`config.mk`:
```
export PLATFORM = sky130hd
export DESIGN_NAME = spm_host_flat
export DESIGN_NICKNAME = d
export VERILOG_FILES = /design/src/rtl/spm_pkg.sv /design/src/rtl/spm_host_if.sv /design/src/rtl/spm_host.sv /design/src/flat_wrapper.sv
export SDC_FILE = /design/constraint.sdc
export NUM_CORES = 1
export LEC_CHECK = 0
export ABC_AREA = 1
export ABC_CLOCK_PERIOD_IN_PS = 6930
export CAP_MARGIN = 20
export CORE_UTILIZATION = 50
export CTS_CLUSTER_DIAMETER = 40
export DETAILED_ROUTE_END_ITERATION = 8
export PLACE_DENSITY = 0.83
export SLEW_MARGIN = 20
export SYNTH_ARGS = -nofsm -noshare
export SYNTH_HDL_FRONTEND = slang
export SYNTH_SLANG_ARGS = --single-unit
```
`constraint.sdc`:
```
create_clock -name clk -period 6.93 [get_ports clk]
set_input_delay 1.386 -clock clk [delete_from_list [all_inputs] [get_ports clk]]
set_output_delay 1.386 -clock clk [all_outputs]
set_load 0.1 [all_outputs]
```
`src/rtl/spm_pkg.sv`:
```
`default_nettype none
// ============================================================================
// Module   : spm_pkg
// Brief    : Shared constants, state encoding and helpers for the spm host.
// Revision : 1.0
// ============================================================================
package spm_pkg;

  localparam int SPM_SIZE = 32;

  typedef enum logic [1:0] {
    IDLE  = 2'd0,
    SHIFT = 2'd1,
    DRAIN = 2'd2,
    DONE  = 2'd3
  } spm_host_state_t;

  // Width of a counter able to index every bit of a 2*size product.
  function automatic int cnt_width(input int size);
    return $clog2(2 * size);
  endfunction

endpackage
`default_nettype wire

```
`src/rtl/spm_host_if.sv`:
```
`default_nettype none
// ============================================================================
// Module   : spm_host_if
// Brief    : Operand/result handshake bundle between bus logic and spm_host.
// Revision : 1.0
// ============================================================================
interface spm_host_if #(
  parameter int SIZE = spm_pkg::SPM_SIZE
);

  logic                start_valid;
  logic                start_ready;
  logic [SIZE-1:0]     a;
  logic [SIZE-1:0]     b;
  logic                res_valid;
  logic                res_ready;
  logic [2*SIZE-1:0]   result;

  modport master (
    output start_valid, a, b, res_ready,
    input  start_ready, res_valid, result
  );

  modport slave (
    input  start_valid, a, b, res_ready,
    output start_ready, res_valid, result
  );

endinterface
`default_nettype wire

```
`src/rtl/spm_host.sv`:
```
`default_nettype none
// ============================================================================
// Module   : spm_host
// Brief    : Drives the serial-parallel multiplier spm: parallel operands in,
//            serial multiplier out, serial product deserialized to a result.
// Revision : 1.0
// ============================================================================
module spm_host
  import spm_pkg::*;
#(
  parameter int SIZE = SPM_SIZE
) (
  input  wire logic              clk,
  input  wire logic              rst,
  spm_host_if.slave              bus,
  output logic [SIZE-1:0]        spm_x,
  output logic                   spm_y,
  output logic                   spm_rst,
  input  wire logic              spm_p
);

  localparam int              W        = 2 * SIZE;
  localparam int              CW       = cnt_width(SIZE);
  localparam logic [CW-1:0]   CNT_LAST = CW'(W - 1);

  spm_host_state_t  state_q, state_d;
  logic [CW-1:0]    cnt_q, cnt_d;
  logic [SIZE-1:0]  mplr_q, mplr_d;
  logic [SIZE-1:0]  spm_x_q, spm_x_d;
  logic [W-1:0]     res_q, res_d;
  logic             spm_y_q, spm_y_d;
  logic             spm_rst_q, spm_rst_d;
  logic             start_ready_q, start_ready_d;
  logic             res_valid_q, res_valid_d;
  logic             accept;

  always_ff @(posedge clk or posedge rst) begin
    if (rst) begin
      state_q       <= IDLE;
      cnt_q         <= '0;
      mplr_q        <= '0;
      spm_x_q       <= '0;
      res_q         <= '0;
      spm_y_q       <= 1'b0;
      spm_rst_q     <= 1'b1;
      start_ready_q <= 1'b1;
      res_valid_q   <= 1'b0;
    end else begin
      state_q       <= state_d;
      cnt_q         <= cnt_d;
      mplr_q        <= mplr_d;
      spm_x_q       <= spm_x_d;
      res_q         <= res_d;
      spm_y_q       <= spm_y_d;
      spm_rst_q     <= spm_rst_d;
      start_ready_q <= start_ready_d;
      res_valid_q   <= res_valid_d;
    end
  end

  always_comb begin
    accept  = (state_q == IDLE) && bus.start_valid;
    state_d = state_q;
    case (state_q)
      IDLE:    if (accept) state_d = SHIFT;
      SHIFT:   if (cnt_q == CNT_LAST) state_d = DRAIN;
      DRAIN:   state_d = DONE;
      DONE:    if (bus.res_ready) state_d = IDLE;
      default: state_d = IDLE;
    endcase
  end

  // Every output is registered, so each one is computed from the next state.
  always_comb begin
    cnt_d         = cnt_q;
    mplr_d        = mplr_q;
    spm_x_d       = spm_x_q;
    res_d         = res_q;
    spm_y_d       = 1'b0;
    spm_rst_d     = !((state_d == SHIFT) || (state_d == DRAIN));
    start_ready_d = (state_d == IDLE);
    res_valid_d   = (state_d == DONE);

    case (state_q)
      IDLE: begin
        if (accept) begin
          spm_x_d = bus.a;
          spm_y_d = bus.b[0];
          mplr_d  = {bus.b[SIZE-1], bus.b[SIZE-1:1]};
          cnt_d   = '0;
          res_d   = '0;
        end
      end
      SHIFT: begin
        cnt_d = cnt_q + CW'(1);
        // Arithmetic shift replicates the sign bit once b is exhausted.
        if (state_d == SHIFT) begin
          spm_y_d = mplr_q[0];
          mplr_d  = {mplr_q[SIZE-1], mplr_q[SIZE-1:1]};
        end
        if (cnt_q != '0) res_d = {spm_p, res_q[W-1:1]};
      end
      DRAIN: begin
        res_d = {spm_p, res_q[W-1:1]};
      end
      default: ;
    endcase
  end

  assign bus.start_ready = start_ready_q;
  assign bus.res_valid   = res_valid_q;
  assign bus.result      = res_q;
  assign spm_x           = spm_x_q;
  assign spm_y           = spm_y_q;
  assign spm_rst         = spm_rst_q;

endmodule
`default_nettype wire

```
`src/flat_wrapper.sv`:
```
// flat-port wrapper written by rule: the top's interface ports become plain ports
module spm_host_flat import spm_pkg::*;
#(
  parameter int SIZE = SPM_SIZE
)
  (clk, rst, spm_x, spm_y, spm_rst, spm_p, bus_start_valid, bus_a, bus_b, bus_res_ready, bus_start_ready, bus_res_valid, bus_result);
  spm_host_if #(.SIZE(SIZE)) bus_i ();
  input  wire logic clk;
  input  wire logic rst;
  output logic [SIZE-1:0] spm_x;
  output logic spm_y;
  output logic spm_rst;
  input  wire logic spm_p;
  input wire logic [$bits(bus_i.start_valid)-1:0] bus_start_valid;
  input wire logic [$bits(bus_i.a)-1:0] bus_a;
  input wire logic [$bits(bus_i.b)-1:0] bus_b;
  input wire logic [$bits(bus_i.res_ready)-1:0] bus_res_ready;
  output wire logic [$bits(bus_i.start_ready)-1:0] bus_start_ready;
  output wire logic [$bits(bus_i.res_valid)-1:0] bus_res_valid;
  output wire logic [$bits(bus_i.result)-1:0] bus_result;
  assign bus_i.start_valid = bus_start_valid;
  assign bus_i.a = bus_a;
  assign bus_i.b = bus_b;
  assign bus_i.res_ready = bus_res_ready;
  assign bus_start_ready = bus_i.start_ready;
  assign bus_res_valid = bus_i.res_valid;
  assign bus_result = bus_i.result;
  spm_host #(.SIZE(SIZE)) u_core (.clk(clk), .rst(rst), .bus(bus_i), .spm_x(spm_x), .spm_y(spm_y), .spm_rst(spm_rst), .spm_p(spm_p));
endmodule
```
# --- Word level (Yosys, flattened, before mapping) ---
# Cells that the tools add are included.
word_totals:
  regBits: 140
  in_bits: 69
  output_inout_bits: 100
  word_cells: 50
classes:
  addsub: 1
  eq_ne: 10
  muxes: 15
  bitwise_logic: 1
  reduce_logical: 13
ops:
  columns: ["cell", "n"]
  rows:
  - ["$pmux W64 S3", 1]
  - ["$mux W64", 2]
  - ["$pmux W32 S2", 1]
  - ["$mux W32", 1]
  - ["$mux W31", 1]
  - ["$pmux W6 S2", 1]
  - ["$reduce_and A3 Y1", 3]
  - ["$eq A2 B2 Y1 const B", 4]
  - ["$pmux W2 S4", 1]
  - ["$add A6 B1 Y6 const B", 1]
  - ["$eq A6 B6 Y1 const B", 1]
  - ["$mux W2", 3]
  - ["$mux W6", 1]
  - ["$ne A2 B1 Y1 const B", 3]
  - ["$reduce_bool A6 Y1", 1]
  - ["$eq A2 B1 Y1 const B", 2]
  - ["$logic_not A2 Y1", 2]
  - ["$reduce_and A2 Y1", 2]
  - ["$reduce_bool A3 Y1", 1]
  - ["$mux W1", 2]
  - ["$pmux W1 S2", 1]
  - ["$reduce_bool A2 Y1", 1]
  - ["$logic_and A1 B1 Y1", 1]
  - ["$logic_not A1 Y1", 1]
  - ["other kinds (2)", 2]

# --- Longest topological paths before layout ---
logic_depth:
  word_depth: 7
  ltp_mapped: 14
  depth_no_buf: 12

# --- Worst setup path after synthesis ---
# No wires, ideal clock.
synth_path:
  path_type: "input to register"
  from: "input bus_start_valid"
  to: "register u_core.mplr_q[18]"
  setup_ps: 124
  arrival_ps: 2640
  required_ps: 6806
  setup_slack_ps: 4166
  cell_stages: 11
  n_path_buf: 2
  path_cell_list: "nand2_1 buf_2 nand2_1 a21oi_1 inv_1 nand2_1 inv_1 ha_1 o21ai_2 buf_2 o21ai_1"
synth_between:
  elab_chain_cells: 6
  word_cells_on_any_way: 7
synth_lines:
  columns: ["element", "line", "text"]
  rows:
  - ["from (decl)", "flat_wrapper.sv:14", "input wire logic [$bits(bus_i.start_valid)-1:0] bus_start_valid;"]
  - ["$logic_and A1 B1 Y1", "spm_host.sv:62", "accept = (state_q == IDLE) && bus.start_valid;"]
  - ["$mux W2", "spm_host.sv:65", "IDLE: if (accept) state_d = SHIFT;"]
  - ["$pmux W2 S4", "spm_host.sv:64", "case (state_q)"]
  - ["named net u_core.state_d[0]", "spm_host.sv:26", "spm_host_state_t state_q, state_d;"]
  - ["$eq A2 B1 Y1", "spm_host.sv:97", "if (state_d == SHIFT) begin"]
  - ["$ne A2 B1 Y1 (no line)", null, null]
  - ["$reduce_and A3 Y1 (no line)", null, null]
  - ["to (signal assigned)", "spm_host.sv:51", "mplr_q <= mplr_d;"]
  - ["to (decl)", "spm_host.sv:28", "logic [SIZE-1:0] mplr_q, mplr_d;"]
# The timed path passes the listed nets, and every way through them passes these cells.
# A chain may end at the register's enable or synchronous reset.

# --- Worst setup path in the final report ---
layout_path:
  from: "register u_core.spm_rst_q (netlist: u_core.spm_rst)"
  to: "output spm_rst"
layout_lines:
  columns: ["element", "line", "text"]
  rows:
  - ["from (decl)", "spm_host.sv:32", "logic spm_rst_q, spm_rst_d;"]
  - ["from (signal assigned)", "spm_host.sv:55", "spm_rst_q <= spm_rst_d;"]
  - ["to (decl)", "flat_wrapper.sv:12", "output logic spm_rst;"]
# No word-level cell between the ends.

==> qor.yml <==
placement:
  dp.cells: 923
  place_area_um2: 7610
  pre_cts_slack_ns: 3.09
  gp_congestion: 0.736
  dp_hpwl_mm: 8.69
  port_buffers: 168
timing:
  drv_slew: 0
  final_hold_viol_count: 0
  rsz0062_at_grt: "false"
  setup_viol: 0
  tightestPinTransition_ns: 1.02
  fin_skew_ns: 0.00693
  setup_slack_ns: 3.47
  fin_setup_tns_ns: 0
  fin_crit_sh_pct: 50.0
  max_freq_ghz: 0.289
  fin_crit_ns: 3.46
  slew_headroom_pct: 31.6
clock_network:
  cts_buffers: 17
  cts_setup_buffers: 0
  cts.repair.resized: 0
  cts_hold_buffers: 0
  tritoncts: "done"
  cts.clk_slew.worst_paths_ns: 0.05
  cts.sinks: 140
  htreeDepth: 4
  worstSkewPairLatency_ns: 0.41
  clockBufferDepth: 2
  cts.root.buffer_cell: "clkbuf_16"
synthesis:
  syn_avg_cell_area_um2: 9.13
  seq_area_frac_synth_pct: 59.3
  synthCells: 648
  yosysWarnings: 0
  syn_area_um2: 5910
  synthDistinctLibCells: 19
  synth.net_count: 727
  synth-seq-cells: 140
setup_path:
  crit_type: "flip-flop to output pin"
  timing.rr.start: "u_core.state_q[1]"
  crit_path_end_kind: "output pin"
  crit_path_start_kind: "flip-flop"
  crit_arrival_ns: 2.08
  cp-startpoint: "u_core.spm_rst"
  worstPathMaxFanout: 1
  path_cells: "clkdlybuf4s50_1"
  worstPathRequired_ns: 5.54
  critPathTopFamily: "buffers and inverters"
  crit_path_max_incr_delay_ns: 1.15
  cp_slowest_cell: "clkdlybuf4s50_1"
  crit_buf_inv: 1
drt:
  vias: 4795
  wl_per_cell_um: 14.0
  drtAntennaViolNets: 0
  dr.pass1.iters: 5
  first_iter_violations: 332
  drc: 0
  wl_mm: 13.4
  vias_per_cell: 5.03
global_routing:
  antenna_found_initial: 0
  gr-total-overflow: 0
  grt_pass1_vias: 4714
  grtUsageTotal_pct: 23.1
  grt_first_pass_wirelength_mm: 22.8
  grt_start_max_net_pins: 80
hold_path:
  hold_class: "flip-flop to flip-flop"
  worstHoldStart: "u_core.spm_x[13]"
die:
  rows: 39
  core-area_um2: 11500
  ioPinCount: 169
  dieArea_um2: 12300
  floorplan.die.width_um: 111
  initial_core_util_pct: 51.6
  die_height_um: 111
layout:
  fillers: 860
  antenna_cells: 0
  area_growth_syn_to_layout_pct: 38.7
  final_area_um2: 8200
  fin_cells: 954
  final_common_cell: "nand2_1"
  drive_above_1_share_pct: 5.06
  nets: 878
  final_cell_mix: "nand2_1 (275), clkdlybuf4s50_1 (168), dfrtp_1 (138)"
power_and_ir_drop:
  finalPower_w: 0.00403
  p_leak_nw: 3.69
  power_density_nw_per_um2: 492
  irDropWorstVdd_v: 0.000393
job:
  drv_cap: 0
status:
  outcome: "finished, final reports clean"
power by group:
group | leakage [nW] | internal [W] | switching (W)
Sequential | 1.85 | 0.00104 | 0.000127
Clock | 0.275 | 0.000538 | 0.000320
Combinational | 1.56 | 0.000487 | 0.00153
cells in the mapped netlist:
cell,n,share of area (%)
inv_2,2,0.13
nand4_1,4,0.42
buf_2,25,2.1
o21ai_0,14,1.2
a21oi_1,4,0.34
inv_1,19,1.2
nand3_1,6,0.51
dfstp_2,2,0.89
nand2_1,276,18
buf_6,2,0.38
mux2i_1,30,5.1
buf_4,5,0.63
o21ai_2,1,0.15
dfrtp_1,138,58
o21ai_1,87,7.4
ha_1,10,2.1
clkbuf_1,8,0.51
a32o_1,1,0.17
nor2_1,14,0.89
layout make-up:
type	count	area, um^2	area share (%)
repair buffers	172	1710	20.9
inverters	21	83.8	1.02
flip-flops and latches	140	3510	42.8
well taps	143	179	2.18
clock inverters	6	60.1	0.732
clock buffers	25	505	6.17
multi-input cells	447	2150	26.3
worst paths after layout:
kind	end	slack [ns]	depth (start not counted)
hold / removal	u_core.spm_x[13]	0.48	2
min in group asynchronous	u_core.mplr_q[22]	1.43	2
hold reg to reg	u_core.spm_x[13]	0.48	2
setup reg to reg	u_core.bus.result[21]	3.94	7
max in group asynchronous	u_core.spm_x[21]	4.17	3
setup / recovery	spm_rst	3.47	1
layer usage:
layer | wire, um | part of all wire, % | vias to the layer above | GRT usage [%]
li1 | - | - | 2380 | -
met1 | 5870 | 44 | 2285 | 29.5
met2 | 6770 | 51 | 118 | 37.8
met3 | 575 | 4.3 | 12 | 5.80
met4 | 163 | 1.2 | 0 | 9.42
met5 | 0 | 0 | - | 0
registers in the layout, summed over array words and instances, names as in the netlist, 2 cells and up:
signal / count
u_core.mplr_q: 32
u_core.cnt_q: 6
u_core.spm_x: 32
u_core.bus.result: 64
u_core.state_q: 2
stage by stage:
stage / hold slack, ns / utilization, %
floorplan: 0.449 / -
global placement: 0.462 / 66.4
detailed placement: 0.464 / 66.4
CTS: 0.479 / 71.3
global route: 0.490 / 71.5
finish: 0.476 / 71.5
cells by family after synthesis:
kind of cell | after synthesis | synth area share, %
compound gates | 107 | 9.20
flops | 140 | 59.3
simple gates | 300 | 19.3
buf+inv | 61 | 4.97
fa+ha+maj | 10 | 2.12
mux | 30 | 5.08
(Power assumes the default switching activity.)
